--- config.mk ---
export PLATFORM = sky130hd
export DESIGN_NAME = mips_mc_control
export DESIGN_NICKNAME = d
export VERILOG_FILES = /design/src/rtl/mips_pkg.sv /design/src/rtl/mips_alu_decode.sv /design/src/rtl/mips_mc_control.sv
export SDC_FILE = /design/constraint.sdc
export NUM_CORES = 1
export LEC_CHECK = 0
export ABC_AREA = 1
export CAP_MARGIN = 25
export CORE_ASPECT_RATIO = 0.5
export CORE_MARGIN = 10
export CORE_UTILIZATION = 40
export CTS_CLUSTER_SIZE = 12
export DETAILED_ROUTE_END_ITERATION = 7
export GPL_TIMING_DRIVEN = 0
export MAX_ROUTING_LAYER = met4
export PLACE_DENSITY = 0.65
export SYNTH_ARGS = -nofsm -noshare
export SYNTH_HDL_FRONTEND = slang
export SYNTH_SLANG_ARGS = --single-unit
export TNS_END_PERCENT = 50
--- constraint.sdc ---
create_clock -name clk -period 1.7 [get_ports clk]
set_input_delay 0.17 -clock clk [delete_from_list [all_inputs] [get_ports clk]]
set_output_delay 0.17 -clock clk [all_outputs]
set_load 0.01 [all_outputs]
--- src/rtl/mips_pkg.sv ---
// Shared definitions for the multi-cycle MIPS controller.
// Holds ALU operation codes, opcode/funct values, the controller state enum,
// the decoded instruction class and the datapath mux encodings.
package mips_pkg;

  // ALU operation codes driven on alu_control
  localparam logic [3:0] AluAdd  = 4'b0000;
  localparam logic [3:0] AluAddi = 4'b0001;
  localparam logic [3:0] AluLw   = 4'b0010;
  localparam logic [3:0] AluSw   = 4'b0011;
  localparam logic [3:0] AluSll  = 4'b0100;
  localparam logic [3:0] AluAnd  = 4'b0101;
  localparam logic [3:0] AluAndi = 4'b0110;
  localparam logic [3:0] AluNor  = 4'b0111;
  localparam logic [3:0] AluBeq  = 4'b1000;
  localparam logic [3:0] AluJal  = 4'b1001;
  localparam logic [3:0] AluJr   = 4'b1010;
  localparam logic [3:0] AluSlt  = 4'b1011;

  // Opcodes (IR[31:26])
  localparam logic [5:0] OpRtype = 6'b000000;
  localparam logic [5:0] OpAddi  = 6'b001000;
  localparam logic [5:0] OpAndi  = 6'b001100;
  localparam logic [5:0] OpLw    = 6'b100011;
  localparam logic [5:0] OpSw    = 6'b101011;
  localparam logic [5:0] OpBeq   = 6'b000100;
  localparam logic [5:0] OpJal   = 6'b000011;

  // R-type funct codes (IR[5:0])
  localparam logic [5:0] FnAdd = 6'b100000;
  localparam logic [5:0] FnSll = 6'b000000;
  localparam logic [5:0] FnAnd = 6'b100100;
  localparam logic [5:0] FnNor = 6'b100111;
  localparam logic [5:0] FnSlt = 6'b101010;
  localparam logic [5:0] FnJr  = 6'b001000;

  // reg_dst encodings
  localparam logic [1:0] RegDstRt = 2'd0;
  localparam logic [1:0] RegDstRd = 2'd1;
  localparam logic [1:0] RegDst31 = 2'd2;

  // mem_to_reg encodings
  localparam logic [1:0] MemToRegAlu = 2'd0;
  localparam logic [1:0] MemToRegMem = 2'd1;
  localparam logic [1:0] MemToRegPc  = 2'd2;

  // alu_src_b encodings
  localparam logic [1:0] AluBRt   = 2'd0;
  localparam logic [1:0] AluB4    = 2'd1;
  localparam logic [1:0] AluBSext = 2'd2;
  localparam logic [1:0] AluBZext = 2'd3;

  // pc_src encodings
  localparam logic [1:0] PcSrcAlu    = 2'd0;
  localparam logic [1:0] PcSrcBranch = 2'd1;
  localparam logic [1:0] PcSrcJump   = 2'd2;
  localparam logic [1:0] PcSrcRs     = 2'd3;

  typedef enum logic [3:0] {
    StIdle,
    StFetch,
    StDecode,
    StExecR,
    StWbR,
    StExecI,
    StWbI,
    StMemAddr,
    StMemRd,
    StMemWb,
    StMemWr,
    StBranch,
    StJal,
    StJr
  } state_e;

  typedef enum logic [2:0] {
    ClsR,
    ClsI,
    ClsLoad,
    ClsStore,
    ClsBranch,
    ClsJal,
    ClsJr
  } instr_class_e;

endpackage

--- src/rtl/mips_alu_decode.sv ---
// Combinational instruction decoder.
// Ports:
//   opcode   in  6  IR[31:26]
//   funct    in  6  IR[5:0]
//   alu_code out 4  ALU operation code for the instruction
//   cls      out    instruction class used by the controller to branch out of DECODE
//   illegal  out 1  instruction is not in the supported set
module mips_alu_decode
  import mips_pkg::*;
(
  input  logic [5:0]   opcode,
  input  logic [5:0]   funct,
  output logic [3:0]   alu_code,
  output instr_class_e cls,
  output logic         illegal
);

  always_comb begin
    alu_code = AluAdd;
    cls      = ClsR;
    illegal  = 1'b0;
    case (opcode)
      OpRtype: begin
        case (funct)
          FnAdd:   alu_code = AluAdd;
          FnSll:   alu_code = AluSll;
          FnAnd:   alu_code = AluAnd;
          FnNor:   alu_code = AluNor;
          FnSlt:   alu_code = AluSlt;
          FnJr: begin
            alu_code = AluJr;
            cls      = ClsJr;
          end
          default: illegal = 1'b1;
        endcase
      end
      OpAddi: begin
        alu_code = AluAddi;
        cls      = ClsI;
      end
      OpAndi: begin
        alu_code = AluAndi;
        cls      = ClsI;
      end
      OpLw: begin
        alu_code = AluLw;
        cls      = ClsLoad;
      end
      OpSw: begin
        alu_code = AluSw;
        cls      = ClsStore;
      end
      OpBeq: begin
        alu_code = AluBeq;
        cls      = ClsBranch;
      end
      OpJal: begin
        alu_code = AluJal;
        cls      = ClsJal;
      end
      default: illegal = 1'b1;
    endcase
  end

endmodule

--- src/rtl/mips_mc_control.sv ---
// Multi-cycle MIPS main controller.
// Sequences each instruction through fetch/decode/execute/memory/write-back,
// drives the ALU operation code and all datapath enables and selects, stalls
// on memory, and counts retired instructions.
// Ports:
//   clk, rst_n           clock, async active-low reset
//   opcode, funct        instruction fields from IR (valid from DECODE on)
//   alu_zero             ALU zero flag, resolves beq
//   mem_ready            memory finishes the current access this cycle
//   alu_control          ALU operation code
//   pc_write, ir_write   PC / IR load enables
//   iord                 memory address select (0 = PC, 1 = ALU)
//   mem_read, mem_write  memory strobes
//   reg_write, reg_dst, mem_to_reg  register-file write controls
//   alu_src_a, alu_src_b ALU operand selects
//   pc_src               next-PC select
//   illegal              one-cycle pulse on an undecodable instruction
//   instr_count          retired instruction count, wraps mod 2^IW
module mips_mc_control
  import mips_pkg::*;
#(
  parameter int unsigned IW = 32
) (
  input  logic          clk,
  input  logic          rst_n,
  input  logic [5:0]    opcode,
  input  logic [5:0]    funct,
  input  logic          alu_zero,
  input  logic          mem_ready,
  output logic [3:0]    alu_control,
  output logic          pc_write,
  output logic          ir_write,
  output logic          iord,
  output logic          mem_read,
  output logic          mem_write,
  output logic          reg_write,
  output logic [1:0]    reg_dst,
  output logic [1:0]    mem_to_reg,
  output logic          alu_src_a,
  output logic [1:0]    alu_src_b,
  output logic [1:0]    pc_src,
  output logic          illegal,
  output logic [IW-1:0] instr_count
);

  localparam logic [IW-1:0] CountOne = {{(IW-1){1'b0}}, 1'b1};

  state_e       state_q, state_d;
  logic [IW-1:0] count_q;
  logic          retire;

  logic [3:0]    dec_code;
  instr_class_e  dec_cls;
  logic          dec_illegal;

  mips_alu_decode u_decode (
    .opcode   (opcode),
    .funct    (funct),
    .alu_code (dec_code),
    .cls      (dec_cls),
    .illegal  (dec_illegal)
  );

  always_ff @(posedge clk or negedge rst_n) begin
    if (!rst_n) begin
      state_q <= StIdle;
      count_q <= '0;
    end else begin
      state_q <= state_d;
      if (retire) begin
        count_q <= count_q + CountOne;
      end
    end
  end

  assign instr_count = count_q;

  always_comb begin
    state_d     = state_q;
    retire      = 1'b0;
    alu_control = AluAdd;
    pc_write    = 1'b0;
    ir_write    = 1'b0;
    iord        = 1'b0;
    mem_read    = 1'b0;
    mem_write   = 1'b0;
    reg_write   = 1'b0;
    reg_dst     = RegDstRt;
    mem_to_reg  = MemToRegAlu;
    alu_src_a   = 1'b0;
    alu_src_b   = AluBRt;
    pc_src      = PcSrcAlu;
    illegal     = 1'b0;

    case (state_q)
      StIdle: state_d = StFetch;

      StFetch: begin
        // PC + 4 computed alongside the instruction read
        mem_read  = 1'b1;
        alu_src_b = AluB4;
        if (mem_ready) begin
          ir_write = 1'b1;
          pc_write = 1'b1;
          state_d  = StDecode;
        end
      end

      StDecode: begin
        if (dec_illegal) begin
          illegal = 1'b1;
          state_d = StFetch;
        end else begin
          case (dec_cls)
            ClsR:              state_d = StExecR;
            ClsI:              state_d = StExecI;
            ClsLoad, ClsStore: state_d = StMemAddr;
            ClsBranch:         state_d = StBranch;
            ClsJal:            state_d = StJal;
            ClsJr:             state_d = StJr;
            default:           state_d = StFetch;
          endcase
        end
      end

      StExecR, StWbR: begin
        alu_src_a   = 1'b1;
        alu_src_b   = AluBRt;
        alu_control = dec_code;
        if (state_q == StWbR) begin
          reg_write = 1'b1;
          reg_dst   = RegDstRd;
          retire    = 1'b1;
          state_d   = StFetch;
        end else begin
          state_d = StWbR;
        end
      end

      StExecI, StWbI: begin
        alu_src_a   = 1'b1;
        // andi zero-extends its immediate, addi sign-extends
        alu_src_b   = (dec_code == AluAndi) ? AluBZext : AluBSext;
        alu_control = dec_code;
        if (state_q == StWbI) begin
          reg_write = 1'b1;
          reg_dst   = RegDstRt;
          retire    = 1'b1;
          state_d   = StFetch;
        end else begin
          state_d = StWbI;
        end
      end

      StMemAddr: begin
        alu_src_a   = 1'b1;
        alu_src_b   = AluBSext;
        alu_control = dec_code;
        state_d     = (dec_cls == ClsStore) ? StMemWr : StMemRd;
      end

      StMemRd: begin
        // address stays on the ALU output for the whole access
        mem_read    = 1'b1;
        iord        = 1'b1;
        alu_src_a   = 1'b1;
        alu_src_b   = AluBSext;
        alu_control = dec_code;
        if (mem_ready) begin
          state_d = StMemWb;
        end
      end

      StMemWb: begin
        reg_write  = 1'b1;
        reg_dst    = RegDstRt;
        mem_to_reg = MemToRegMem;
        retire     = 1'b1;
        state_d    = StFetch;
      end

      StMemWr: begin
        mem_write   = 1'b1;
        iord        = 1'b1;
        alu_src_a   = 1'b1;
        alu_src_b   = AluBSext;
        alu_control = dec_code;
        if (mem_ready) begin
          retire  = 1'b1;
          state_d = StFetch;
        end
      end

      StBranch: begin
        alu_src_a   = 1'b1;
        alu_src_b   = AluBRt;
        alu_control = AluBeq;
        pc_src      = PcSrcBranch;
        // Mealy: the comparison resolves in this same cycle
        pc_write    = alu_zero;
        retire      = 1'b1;
        state_d     = StFetch;
      end

      StJal: begin
        alu_control = AluJal;
        reg_write   = 1'b1;
        reg_dst     = RegDst31;
        mem_to_reg  = MemToRegPc;
        pc_src      = PcSrcJump;
        pc_write    = 1'b1;
        retire      = 1'b1;
        state_d     = StFetch;
      end

      StJr: begin
        alu_control = AluJr;
        pc_src      = PcSrcRs;
        pc_write    = 1'b1;
        retire      = 1'b1;
        state_d     = StFetch;
      end

      default: state_d = StIdle;
    endcase
  end

endmodule

==> summary.txt <==
Yosys
  – Synth Cell Area: 0.002554 mm²
  – Synthesized flop and latch total: 36
  – Ys Warns: 0
  – Post-Synthesis Cells: 374
  – Netlist cell types: 28
  – Seq/Total Area, Yosys: 0.3528
  – Post-synth net total: 391
  – Syn avg cell area: 6.828 µm²

Clocking
  – Skew-Pair Late Insertion Delay: 280 ps
  – CTS Buffer Depth: 2
  – TritonCTS clock tree: built
  – TritonCTS Buffers: 5
  – CTS Hold Buffers Added: 0
  – # clock sinks: 36
  – Root buffer cell: clkbuf_16
  – H-tree levels: 2
  – CTS clock-pin slew for the worst setup and hold paths: 50 ps

Critical path
  – R2R setup slack: -80 ps
  – R2R depth: 12
  – CP peak stage delay: 440 ps
  – CP arrival: 1950 ps
  – Most Frequent Cell on Critical Path: nand2_1
  – WP data required: 1870 ps
  – Crit path capture type: flop
  – Crit Path Category: flop to flop
  – Slowest cell on crit path: dfrtp_2
  – Worst Path Max Fanout: 5
  – Crit path launch type: flop
  – CP cell instances: nor2_4, buf_4, buf_6, nand2_2, nor2_2, nor2_2, nand2_4, nand2_4, nor3_4, nand2_1, nand2_1, nand2_1

Final layout
  – Final Net Count: 496
  – Area Overhead vs Synth: 56.83%
  – Most frequent cells in the layout: 81 x nand2_1, 44 x inv_1, 37 x clkdlybuf4s50_1
  – Layout cells sized above 1: 0.2875
  – Fin area: 0.004005 mm²
  – ANT cells: 0
  – Most common cell after layout, fill and taps aside: nand2_1

STA
  – Final Hold Viols: 8
  – Final period util: 1.049
  – Period minus WS final: 1784 ps
  – Hold_ws: -8.488 ps
  – Fmax: 0.5606 GHz
  – Worst rel slew slack: 0.4467
  – Slew @ Worst Pin: 830.0 ps
  – Setup violations, final: 27
  – Pins Over Slew Limit: 0
  – Setup Skew: 2.246 ps
  – Final setup margin: -83.91 ps
  – RSZ-0062 raised after global routing: yes
  – Setup TNS: -762.6 ps

Global routing
  – Largest net degree at the start of global routing: 37
  – Initial antenna violation count: 0
  – GRT overflow: 0
  – First-pass GRT wire length: 13.94 mm
  – Gr usage total: 0.1654
  – Vias in the first global route: 2,962

Power and ir drop
  – Pwr Density: 1018 mW/mm²
  – Max VDD drop: 0.6460 mV
  – Leak pwr: 1.960 nW

Detailed routing
  – Residual DRC: 0
  – Vias per cell: 5.067
  – Post-route ant nets: 0
  – Iter 0 DRT Violations: 206
  – Routed wire per std cell: 15.24 µm
  – DRT Pass-1 Iters: 5
  – Via count: 2,878
  – Routed Wire Length: 8.658 mm

Die
  – Die X: 133.0 µm
  – I/O pins: 68
  – Core Footprint: 0.006131 mm²
  – Die Height: 76.50 µm
  – Die area: 0.01017 mm²
  – Row count: 20
  – Initial core utilization: 0.4165

Run status
  – Failing checks: negative hold slack, negative setup slack
  – Run status: finished with violations

Placement
  – Final RePlAce weighted congestion: 0.9147
  – Dpl hpwl: 6.174 mm
  – Port buffer count: 67
  – Placed inst area: 0.003329 mm²

Flow run
  – Max Cap Violations: 0

Hold path
  – Min-delay worst type: input port to async pin
[final cells by class]
cell class | count | area, µm²
fillers | 537 | 2126
multi-input cells | 282 | 1708
flip-flops and latches | 36 | 905.9
repair buffers | 98 | 870.8
inverters | 53 | 209.0
clock buffers | 8 | 146.4
well taps | 88 | 110.1
plain buffers | 3 | 55.05
[report_power, final]
group          total, W  switching (W)  internal, W
clock network  0.000923       0.000339     0.000584
registers       0.00115       0.000169     0.000979
logic           0.00201        0.00108     0.000930
total           0.00408        0.00158      0.00249
[through the flow]
stage	total power, W	setup WS, ps	util	std cells
2_1_floorplan	0.001879	134.3	-	374
3_3_place_gp	0.002512	-742.5	0.5439	529
3_5_place_dp	0.002525	-724.6	0.5431	529
4_1_cts	0.003616	-204.9	0.5939	548
5_1_grt	0.004341	-198.1	0.6533	568
6_report	0.004078	-83.91	0.6533	568
[per-layer routing]
layer  vias to the layer above  routed length (µm)  track usage
met1                      1337                3882       0.1983
met3                        11                 599      0.05132
met4                         0                 116      0.04694
met5                         -                   0            -
met2                       112                4059       0.2621
li1                       1418                   -            -
[synth_stat cells (all sizes together)]
master,instances,area (µm²)
o221ai,3,26.28
nor4,4,31.28
nand3,30,155.1
nand3b,3,22.52
dfrtp,36,900.9
buf,3,26.27
xnor2,9,78.83
a21oi,7,35.03
nand2,99,384.1
ha,1,12.51
inv,53,198.9
nand4,9,56.30
nor2,61,241.5
o2111a,1,11.26
nor3,16,101.4
xor2,19,166.4
o21ai,18,90.08
o211ai,2,15.01
[repair_timing]
action | CTS | global route
setup buffers | 11 | 19
gates resized for setup | 92 | 85
setup endpoints to repair | 21 | 44
pin swaps | 8 | 22
cloned | 0 | 1
[cells by family (layout without fill, tap and decap cells)]
| family | count (synthesis) | after routing | share of synthesized area |
|---|---|---|---|
| AO/OA/AOI/OAI | 31 | 31 | 0.06957 |
| XOR/XNOR | 28 | 28 | 0.09603 |
| flip-flops | 36 | 36 | 0.3528 |
| buffers and inverters | 56 | 162 | 0.08819 |
| adder cells (fa/ha/maj) | 1 | 1 | 0.004899 |
| AND/OR/NAND/NOR | 222 | 222 | 0.3885 |
[state kept, by name, summed over array words and instances (netlist names)]
name	flops
instr_count	32
state_q	4
[critical path, delay by kind of cell (launching register included)]
family	cells	cell delay [ps]
simple gates	10	1010
flops	1	440
buf+inv	2	230
[worst paths after layout]
path | start | endpoint
worst max-delay path | state_q[2] | instr_count[12]
max in group asynchronous | rst_n | instr_count[0]
worst max register to register | state_q[2] | instr_count[12]
worst min register to register | instr_count[19] | instr_count[19]
worst min-delay path | rst_n | state_q[3]
min in group clk | instr_count[19] | instr_count[19]
Power figures use the tool's default switching activity.
